**src/rtl/sig_dump_emitter.sv**
```systemverilog
// sig_dump_emitter: end-of-test signature emitter.
// On a dump request it reads x1..xN (and optionally f0..f31) through the
// debug register-read port and writes each value to a fixed dump address.
// It then writes a stop signature. On a trap request it writes a single
// trap signature carrying the captured cause.
// All outputs come straight from registers. mem_gnt_i only steers the
// next state, so it has no combinational path to any output.

module sig_dump_emitter #(
  parameter int unsigned NR_INT_REGS   = 31,
  parameter bit          FP_EN         = 1'b1,
  parameter logic [63:0] ADDR_STOP     = 64'h0,
  parameter logic [63:0] ADDR_TRAP     = 64'h8,
  parameter logic [63:0] ADDR_INT_DUMP = 64'h10,
  parameter logic [63:0] ADDR_FP_DUMP  = 64'h18
) (
  input  logic        clk_i,
  input  logic        rst_ni,
  input  logic        dump_req_i,
  input  logic        trap_req_i,
  input  logic [63:0] trap_cause_i,
  output logic [4:0]  rf_raddr_o,
  output logic        rf_fp_o,
  input  logic [63:0] rf_rdata_i,
  output logic        mem_req_o,
  input  logic        mem_gnt_i,
  output logic [63:0] mem_addr_o,
  output logic [63:0] mem_wdata_o,
  output logic [7:0]  mem_strb_o,
  output logic        mem_we_o,
  output logic        busy_o,
  output logic        done_o
);

  typedef enum logic [2:0] {
    ST_IDLE = 3'd0,
    ST_TRAP = 3'd1,
    ST_RD   = 3'd2,
    ST_WR   = 3'd3,
    ST_STOP = 3'd4,
    ST_DONE = 3'd5
  } state_e;

  // Terminal indices of the two phases; the index counter never wraps.
  localparam logic [4:0] LAST_INT_IDX = 5'(NR_INT_REGS);
  localparam logic [4:0] LAST_FP_IDX  = 5'd31;
  localparam logic [7:0] STRB_ALL     = 8'hFF;

  state_e      state_q;
  logic [4:0]  idx_q;
  logic        fp_phase_q;
  logic [4:0]  rf_raddr_q;
  logic        rf_fp_q;
  logic        mem_req_q;
  logic [63:0] mem_addr_q;
  logic [63:0] mem_wdata_q;
  logic [7:0]  mem_strb_q;
  logic        busy_q;
  logic        done_q;

  // Sequencer: state, index/phase bookkeeping and every registered output.
  always_ff @(posedge clk_i or negedge rst_ni) begin
    if (!rst_ni) begin
      state_q     <= ST_IDLE;
      idx_q       <= 5'd0;
      fp_phase_q  <= 1'b0;
      rf_raddr_q  <= 5'd0;
      rf_fp_q     <= 1'b0;
      mem_req_q   <= 1'b0;
      mem_addr_q  <= 64'h0;
      mem_wdata_q <= 64'h0;
      mem_strb_q  <= 8'h00;
      busy_q      <= 1'b0;
      done_q      <= 1'b0;
    end else begin
      // done_o is a single-cycle pulse; only the entry into DONE raises it.
      done_q <= 1'b0;
      case (state_q)
        ST_IDLE: begin
          if (trap_req_i) begin
            // The trap wins over a simultaneous dump request. The cause is
            // captured straight into the write-data register.
            state_q     <= ST_TRAP;
            busy_q      <= 1'b1;
            mem_req_q   <= 1'b1;
            mem_addr_q  <= ADDR_TRAP;
            mem_wdata_q <= trap_cause_i;
            mem_strb_q  <= STRB_ALL;
          end else if (dump_req_i) begin
            state_q    <= ST_RD;
            busy_q     <= 1'b1;
            idx_q      <= 5'd1;
            fp_phase_q <= 1'b0;
            rf_raddr_q <= 5'd1;
            rf_fp_q    <= 1'b0;
          end else begin
            state_q <= ST_IDLE;
          end
        end

        ST_TRAP: begin
          if (mem_gnt_i) begin
            state_q     <= ST_DONE;
            done_q      <= 1'b1;
            mem_req_q   <= 1'b0;
            mem_addr_q  <= 64'h0;
            mem_wdata_q <= 64'h0;
            mem_strb_q  <= 8'h00;
          end else begin
            state_q <= ST_TRAP;
          end
        end

        ST_RD: begin
          // Read data is valid by the end of the cycle that presents the index.
          state_q     <= ST_WR;
          mem_req_q   <= 1'b1;
          mem_addr_q  <= fp_phase_q ? ADDR_FP_DUMP : ADDR_INT_DUMP;
          mem_wdata_q <= rf_rdata_i;
          mem_strb_q  <= STRB_ALL;
        end

        ST_WR: begin
          if (mem_gnt_i) begin
            if (!fp_phase_q && (idx_q < LAST_INT_IDX)) begin
              state_q     <= ST_RD;
              idx_q       <= idx_q + 5'd1;
              rf_raddr_q  <= idx_q + 5'd1;
              mem_req_q   <= 1'b0;
              mem_addr_q  <= 64'h0;
              mem_wdata_q <= 64'h0;
              mem_strb_q  <= 8'h00;
            end else if (!fp_phase_q && FP_EN) begin
              // Integer phase finished; the FP file starts at f0.
              state_q     <= ST_RD;
              fp_phase_q  <= 1'b1;
              idx_q       <= 5'd0;
              rf_raddr_q  <= 5'd0;
              rf_fp_q     <= 1'b1;
              mem_req_q   <= 1'b0;
              mem_addr_q  <= 64'h0;
              mem_wdata_q <= 64'h0;
              mem_strb_q  <= 8'h00;
            end else if (fp_phase_q && (idx_q < LAST_FP_IDX)) begin
              state_q     <= ST_RD;
              idx_q       <= idx_q + 5'd1;
              rf_raddr_q  <= idx_q + 5'd1;
              mem_req_q   <= 1'b0;
              mem_addr_q  <= 64'h0;
              mem_wdata_q <= 64'h0;
              mem_strb_q  <= 8'h00;
            end else begin
              // The last dump write completed; the stop request goes out next.
              state_q     <= ST_STOP;
              mem_req_q   <= 1'b1;
              mem_addr_q  <= ADDR_STOP;
              mem_wdata_q <= 64'h0;
              mem_strb_q  <= STRB_ALL;
            end
          end else begin
            state_q <= ST_WR;
          end
        end

        ST_STOP: begin
          if (mem_gnt_i) begin
            state_q     <= ST_DONE;
            done_q      <= 1'b1;
            mem_req_q   <= 1'b0;
            mem_addr_q  <= 64'h0;
            mem_wdata_q <= 64'h0;
            mem_strb_q  <= 8'h00;
          end else begin
            state_q <= ST_STOP;
          end
        end

        ST_DONE: begin
          state_q    <= ST_IDLE;
          busy_q     <= 1'b0;
          idx_q      <= 5'd0;
          fp_phase_q <= 1'b0;
          rf_raddr_q <= 5'd0;
          rf_fp_q    <= 1'b0;
        end

        default: begin
          state_q     <= ST_IDLE;
          busy_q      <= 1'b0;
          mem_req_q   <= 1'b0;
          mem_addr_q  <= 64'h0;
          mem_wdata_q <= 64'h0;
          mem_strb_q  <= 8'h00;
        end
      endcase
    end
  end

  assign rf_raddr_o  = rf_raddr_q;
  assign rf_fp_o     = rf_fp_q;
  assign mem_req_o   = mem_req_q;
  assign mem_we_o    = mem_req_q;
  assign mem_addr_o  = mem_addr_q;
  assign mem_wdata_o = mem_wdata_q;
  assign mem_strb_o  = mem_strb_q;
  assign busy_o      = busy_q;
  assign done_o      = done_q;

endmodule

```
**config.mk**
```make
export PLATFORM = sky130hd
export DESIGN_NAME = sig_dump_emitter
export DESIGN_NICKNAME = d
export VERILOG_FILES = /design/src/rtl/sig_dump_emitter.sv
export SDC_FILE = /design/constraint.sdc
export NUM_CORES = 1
export LEC_CHECK = 0
export BUFFER_PORTS_ARGS = -buffer_cell sky130_fd_sc_hd__buf_2
export CORE_AREA = 2 2 109 111
export DETAILED_ROUTE_END_ITERATION = 7
export DIE_AREA = 0 0 111 113
export PLACE_DENSITY = 0.73
export SYNTH_ARGS = -nofsm -noshare
export SYNTH_HDL_FRONTEND = slang
export SYNTH_SLANG_ARGS = --single-unit
```
**constraint.sdc**
```tcl
create_clock -name clk_i -period 2.1 [get_ports clk_i]
set_input_delay 0.42 -clock clk_i [delete_from_list [all_inputs] [get_ports clk_i]]
set_output_delay 0.42 -clock clk_i [all_outputs]
set_load 0.05 [all_outputs]
```
### Word level (Yosys, flattened, before mapping)

Cells that the tools add are included.

| operators by class | value |
|---|---|
| add/sub/neg operators | 1 |
| multiply operators | 0 |
| divide/modulo/power cells | 0 |
| bitwise operators | 2 |
| reduce and logical (&&, ||, !) cells | 14 |
| equal/unequal tests | 15 |
| $lt $le $gt $ge | 1 |
| shifts and indexed selects | 0 |
| multiplexer cells | 50 |

Operators with widths:

| operator | number |
|---|---|
| $pmux 64 s4 | 2 |
| $mux 64 | 3 |
| $mux 8 | 6 |
| $pmux 8 s5 | 1 |
| $mux 5 | 6 |
| $mux 1 | 18 |
| $mux 3 | 5 |
| $pmux 3 s5 | 1 |
| $pmux 5 s3 | 1 |
| $ne 2x2->1 const B | 6 |
| $reduce_and 5->1 | 2 |
| $eq 3x2->1 const B | 2 |
| $eq 3x3->1 const B | 2 |
| $pmux 1 s3 | 2 |
| $reduce_and 6->1 | 1 |
| $add 5x1->5 const B | 1 |
| $lt 5x5->1 const B | 1 |
| $pmux 1 s5 | 1 |
| $mux 2 | 2 |
| $mux 4 | 1 |
| $ne 2x1->1 const B | 2 |
| $ne 4x4->1 const B | 1 |
| $reduce_and 4->1 | 1 |
| $reduce_or 4->1 | 1 |
| other kinds (12) | 14 |

| word-level totals | value |
|---|---|
| output and inout port bits | 146 |
| word-level logic and storage cells | 93 |
| bits of input ports | 133 |
| memories kept | 0 |
| flip-flop bits (word level) | 149 |
| bits in read-only memories | 0 |
| bits in latches | 0 |
| memory bits (writable) | 0 |

### Longest topological paths before layout

| logic depth | value |
|---|---|
| depth after elaboration | 7 |
| gate-level depth with buffers | 7 |

### Least setup slack after synthesis

Ideal clock, no wire load.

| timing path | value |
|---|---|
| kind | register to register |
| start point | reg rf_raddr_o[2] (netlist name) |
| end point | reg mem_strb_q[6] (netlist: mem_strb_o[6]) |
| arrival time | 1.616 ns |
| stages on the path, launching flop included | 6 |
| path buffers | 1 |
| path slack | 0.419 ns |
| required time | 2.034 ns |
| clock period less this slack | 1.681 ns |
| cells stage by stage | dfrtp_1 and4_1 clkbuf_1 nand4_1 a221oi_1 a21o_1 |

RTL lines:

| what | line | source |
|---|---|---|
| end signal, assigned | 72 | `mem_strb_q <= 8'h00;` |
| end signal, assigned | 88 | `mem_strb_q <= STRB_ALL;` |
| end signal, assigned | 108 | `mem_strb_q <= 8'h00;` |
| end, declared | 57 | `logic [7:0] mem_strb_q;` |

### Worst setup path after layout

| timing path | value |
|---|---|
| start point | reg state_q[0] |
| end point | reg mem_wdata_q[18] (netlist: mem_wdata_o[18]) |

| between the ends | value |
|---|---|
| longest elaborated chain between the ends | 4 |
| elaborated cells on any way between the ends | 12 |
| classes of those cells | eq/ne: 7; mux: 1; bitwise: 1; reduce/logical: 3 |

RTL lines:

| what | line | source |
|---|---|---|
| start, declared | 49 | `state_e state_q;` |
| start signal, assigned | 64 | `state_q <= ST_IDLE;` |
| start signal, assigned | 83 | `state_q <= ST_TRAP;` |
| start signal, assigned | 90 | `state_q <= ST_RD;` |
| $eq 3x3->1 (tied with other cells) | 78 | `case (state_q)` |
| $reduce_or 3->1 (no source line) | -- |  |
| $ne 2x1->1 (no source line) | -- |  |
| $reduce_and 3->1 (no source line) | -- |  |
| end signal, assigned | 87 | `mem_wdata_q <= trap_cause_i;` |
| end signal, assigned | 119 | `mem_wdata_q <= rf_rdata_i;` |
| end, declared | 56 | `logic [63:0] mem_wdata_q;` |

Parallel ways exist; a longest one is shown, timed or not.
A chain may end at the register's enable or synchronous reset.

==> run_results.csv <==
group,metric,value,unit
run_status,run_status,"completed",
setup_path,worstPathArrival,2150,ps
die,die_x,111,um
global_route,grt_pass1_vias,3552,
pwr,p_leak,2.871,nW
cells_and_area,diodes,0,
die,initial_core_util,37.94,%
route,ant_nets,0,
route,wire_per_inst,14.44,um
timing,slew_headroom,65.60,%
global_route,grt_overflow,0,
cells_and_area,final_nets,785,
setup_path,crit_path_top_delay_cell,"dfrtp_1",
yosys,synth-seq-cells,79,
yosys,ys_async_sr_fraction,100.0,%
global_route,grt_pass1_wl,18.08,mm
setup_path,crit_buf_inv,2,
setup_path,ff2ff_path_depth,6,
global_route,antenna_found_initial,1,
global_route,track_usage,17.84,%
setup_path,start_kind,"flop",
yosys,yosys-top-cells-area,"dfrtp_1 (46%), a221oi_1 (14%), buf_4 (12%), nor2_1 (11%), buf_6 (2.9%)",
timing,whs,55.36,ps
timing,finClkSkew,6.146,ps
setup_path,cp-startpoint,"state_q[0]$_DFF_PN0_",
setup_path,crit_required,2350,ps
setup_path,cp.depth,6,
yosys,syn_area,4277,um2
die,row_count,39,
timing,setup_viol,0,
clock_tree,clk-insertion-delay-late,330,ps
timing,worst_pin_slew,516.1,ps
cells_and_area,postLayoutCoreUtil,48.24,%
timing,fin_crit,1901,ps
route,drtIter0Drc,289,
yosys,yosysWarnings,0,
setup_path,slowest_delay,520,ps
pwr,p_per_area,2016,nW/um2
timing,finalHoldViolations,0,
timing,setup-tns-final,0,ps
route,wl,11.54,mm
min_path,worst_hold_path_type,"input pin to asynchronous set/reset pin",
setup_path,critical_path.endpoint_type,"flop",
clock_tree,path_clk_slew,60,ps
pwr,ir_drop,1.022,mV
placed_design,io_buffers,216,
route,vias,3967,
cells_and_area,drive_above_1_share,38.26,%
setup_path,reg2reg_from,"state_q[0]$_DFF_PN0_",
setup_path,cp_max_fo,45,
placed_design,place.gp.congestion,0.9205,
cells_and_area,area_growth,27.15,%
yosys,syn_avg_cell_area,9.379,um2
cells_and_area,finalInstanceArea,5438,um2
timing,rsz0062_at_grt,"no",
timing,slew_viol_final,0,
route,via_per_inst,4.965,
clock_tree,cts_sinks,79,
placed_design,place_ws,101.4,ps
placed_design,post_dp_cell_area,5171,um2
yosys,yosysTopAreaCellShare,46.23,%
yosys,synthCells,456,
clock_tree,clock_path_buffers,2,
route,route.detailed.drc,0,
yosys,yosysSeqAreaShare,46.23,%
timing,setup_slack,199.2,ps
setup_path,path_common_cell,"nor2_1",
yosys,synth_edf_count,0,
die,core,11270,um2
global_route,grt_start_max_net_pins,46,
clock_tree,numCtsBuffers,9,
clock_tree,htree_num_levels,3,
die,dieArea,12540,um2
clock_tree,cts_tree,"done",
yosys,ys.flop_type,"dfrtp_1",
yosys,yosysUniqueCellTypes,39,
setup_path,critical_path_class,"flop to flop",
yosys,yosysTopAreaCell,"dfrtp_1",
setup_path,path_cells,"buf_4, nor2b_1, o221a_2, buf_6, nor2_1, nor2_1",
placed_design,place_hpwl,8.412,mm
flow_run,drv_cap,0,
timing,finalCritPeriodShare,90.51,%
route,first_pass_iters,5,
setup_path,crit_family,"buffers and inverters",
clock_tree,cts_root_buf,"clkbuf_16",
timing,fmax,526.1,MHz
die,die_h,113,um
die,io_pins,279,
[where the power goes]
group,switching [W],leakage (nW),internal [W]
registers,0.000497,0.983,0.00227
logic,0.00502,1.76,0.00180
clock network,0.000583,0.126,0.000795
total,0.00610,2.87,0.00487
[cells in the final DEF (no fill, tap or decap), types with 3 or more instances in the layout]
master	Yosys	routed
nand2b_1	5	5
buf_2	9	215
conb_1	1	62
clkbuf_1	16	3
nor2_1	129	129
nor3_1	3	3
dfrtp_1	79	79
nand3_1	4	4
a221oi_1	67	67
clkinv_2	0	3
nand2_1	13	13
a21oi_1	5	5
buf_4	71	10
buf_12	0	3
nand4_1	4	4
clkbuf_16	0	9
nor2b_1	4	4
o21ai_0	6	6
[synthesized netlist by cell type (4+ instances only)]
cell type,instances
nand2_1,13
clkbuf_1,16
nor2b_1,4
a221oi_1,67
nand3_1,4
buf_4,71
nor2_1,129
nand4_1,4
buf_2,9
o21ai_0,6
buf_6,11
nand2b_1,5
dfrtp_1,79
a21oi_1,5
[worst paths after layout]
kind,endpoint,slack (ps)
setup / recovery,mem_wdata_o[18]$_DFFE_PN0P_,200
hold / removal,mem_wdata_o[19]$_DFFE_PN0P_,60
setup reg to reg,mem_wdata_o[18]$_DFFE_PN0P_,200
hold reg to reg,mem_addr_o[3]$_DFFE_PN0P_,470
max in group asynchronous,done_o$_DFF_PN0_,1430
min in group clk_i,mem_wdata_o[10]$_DFFE_PN0P_,340
[through the flow]
step                      total power (W)  std cells
after floorplan                  0.008294        517
after global placement           0.009490        783
after detailed placement         0.009659        783
after CTS                         0.01108        799
after global routing              0.01173        799
final                             0.01096        799
[logic make-up (layout without fill, tap and decap cells)]
kind of cell    Yosys count  after routing  synth area share, %
simple gates            177            177                18.11
other cells               1             62              0.08769
compound gates           90             90                17.38
flops                    79             79                46.23
fa+ha+maj                 1              1               0.2925
buf+inv                 108            247                17.91
[worst register-to-register path, stage by stage, from the launching register on]
cell	delay [ps]
dfrtp_1	520
buf_4	230
nor2b_1	240
o221a_2	270
buf_6	320
nor2_1	120
nor2_1	130
[layer usage]
metal  track usage (%)  vias to the layer above  routed length [um]  part of all wire (%)
met2             29.45                      202                5761                    50
met5                 0                        -                   0                     0
met1             23.29                     1873                4583                    40
met3             4.660                       22                 986                   8.5
met4             5.250                        0                 208                   1.8
li1                  -                     1870                   -                     -
[cell type report]
| class | count | area [um2] |
|---|---|---|
| clock buffers | 12 | 236.5 |
| clock inverters | 4 | 22.52 |
| fillers | 1070 | 5834 |
| inverters | 1 | 3.754 |
| multi-input cells | 330 | 1785 |
| flip-flops and latches | 79 | 1977 |
| well taps | 143 | 178.9 |
| repair buffers | 230 | 1234 |
[repair_timing]
item,in CTS,in global routing
endpoints found under the setup margin,0,19
buffers inserted,0,0
gates resized for setup,0,2
hold buffers,0,0
[registers in the layout, indices dropped and copies added (netlist names)]
register,count
mem_wdata_o,64
rf_raddr_o,5
fp_phase_q,1
state_q,3
done_o,1
rf_fp_o,1
mem_addr_o,2
mem_strb_o,1
busy_o,1
Power figures use the tool's default switching activity.
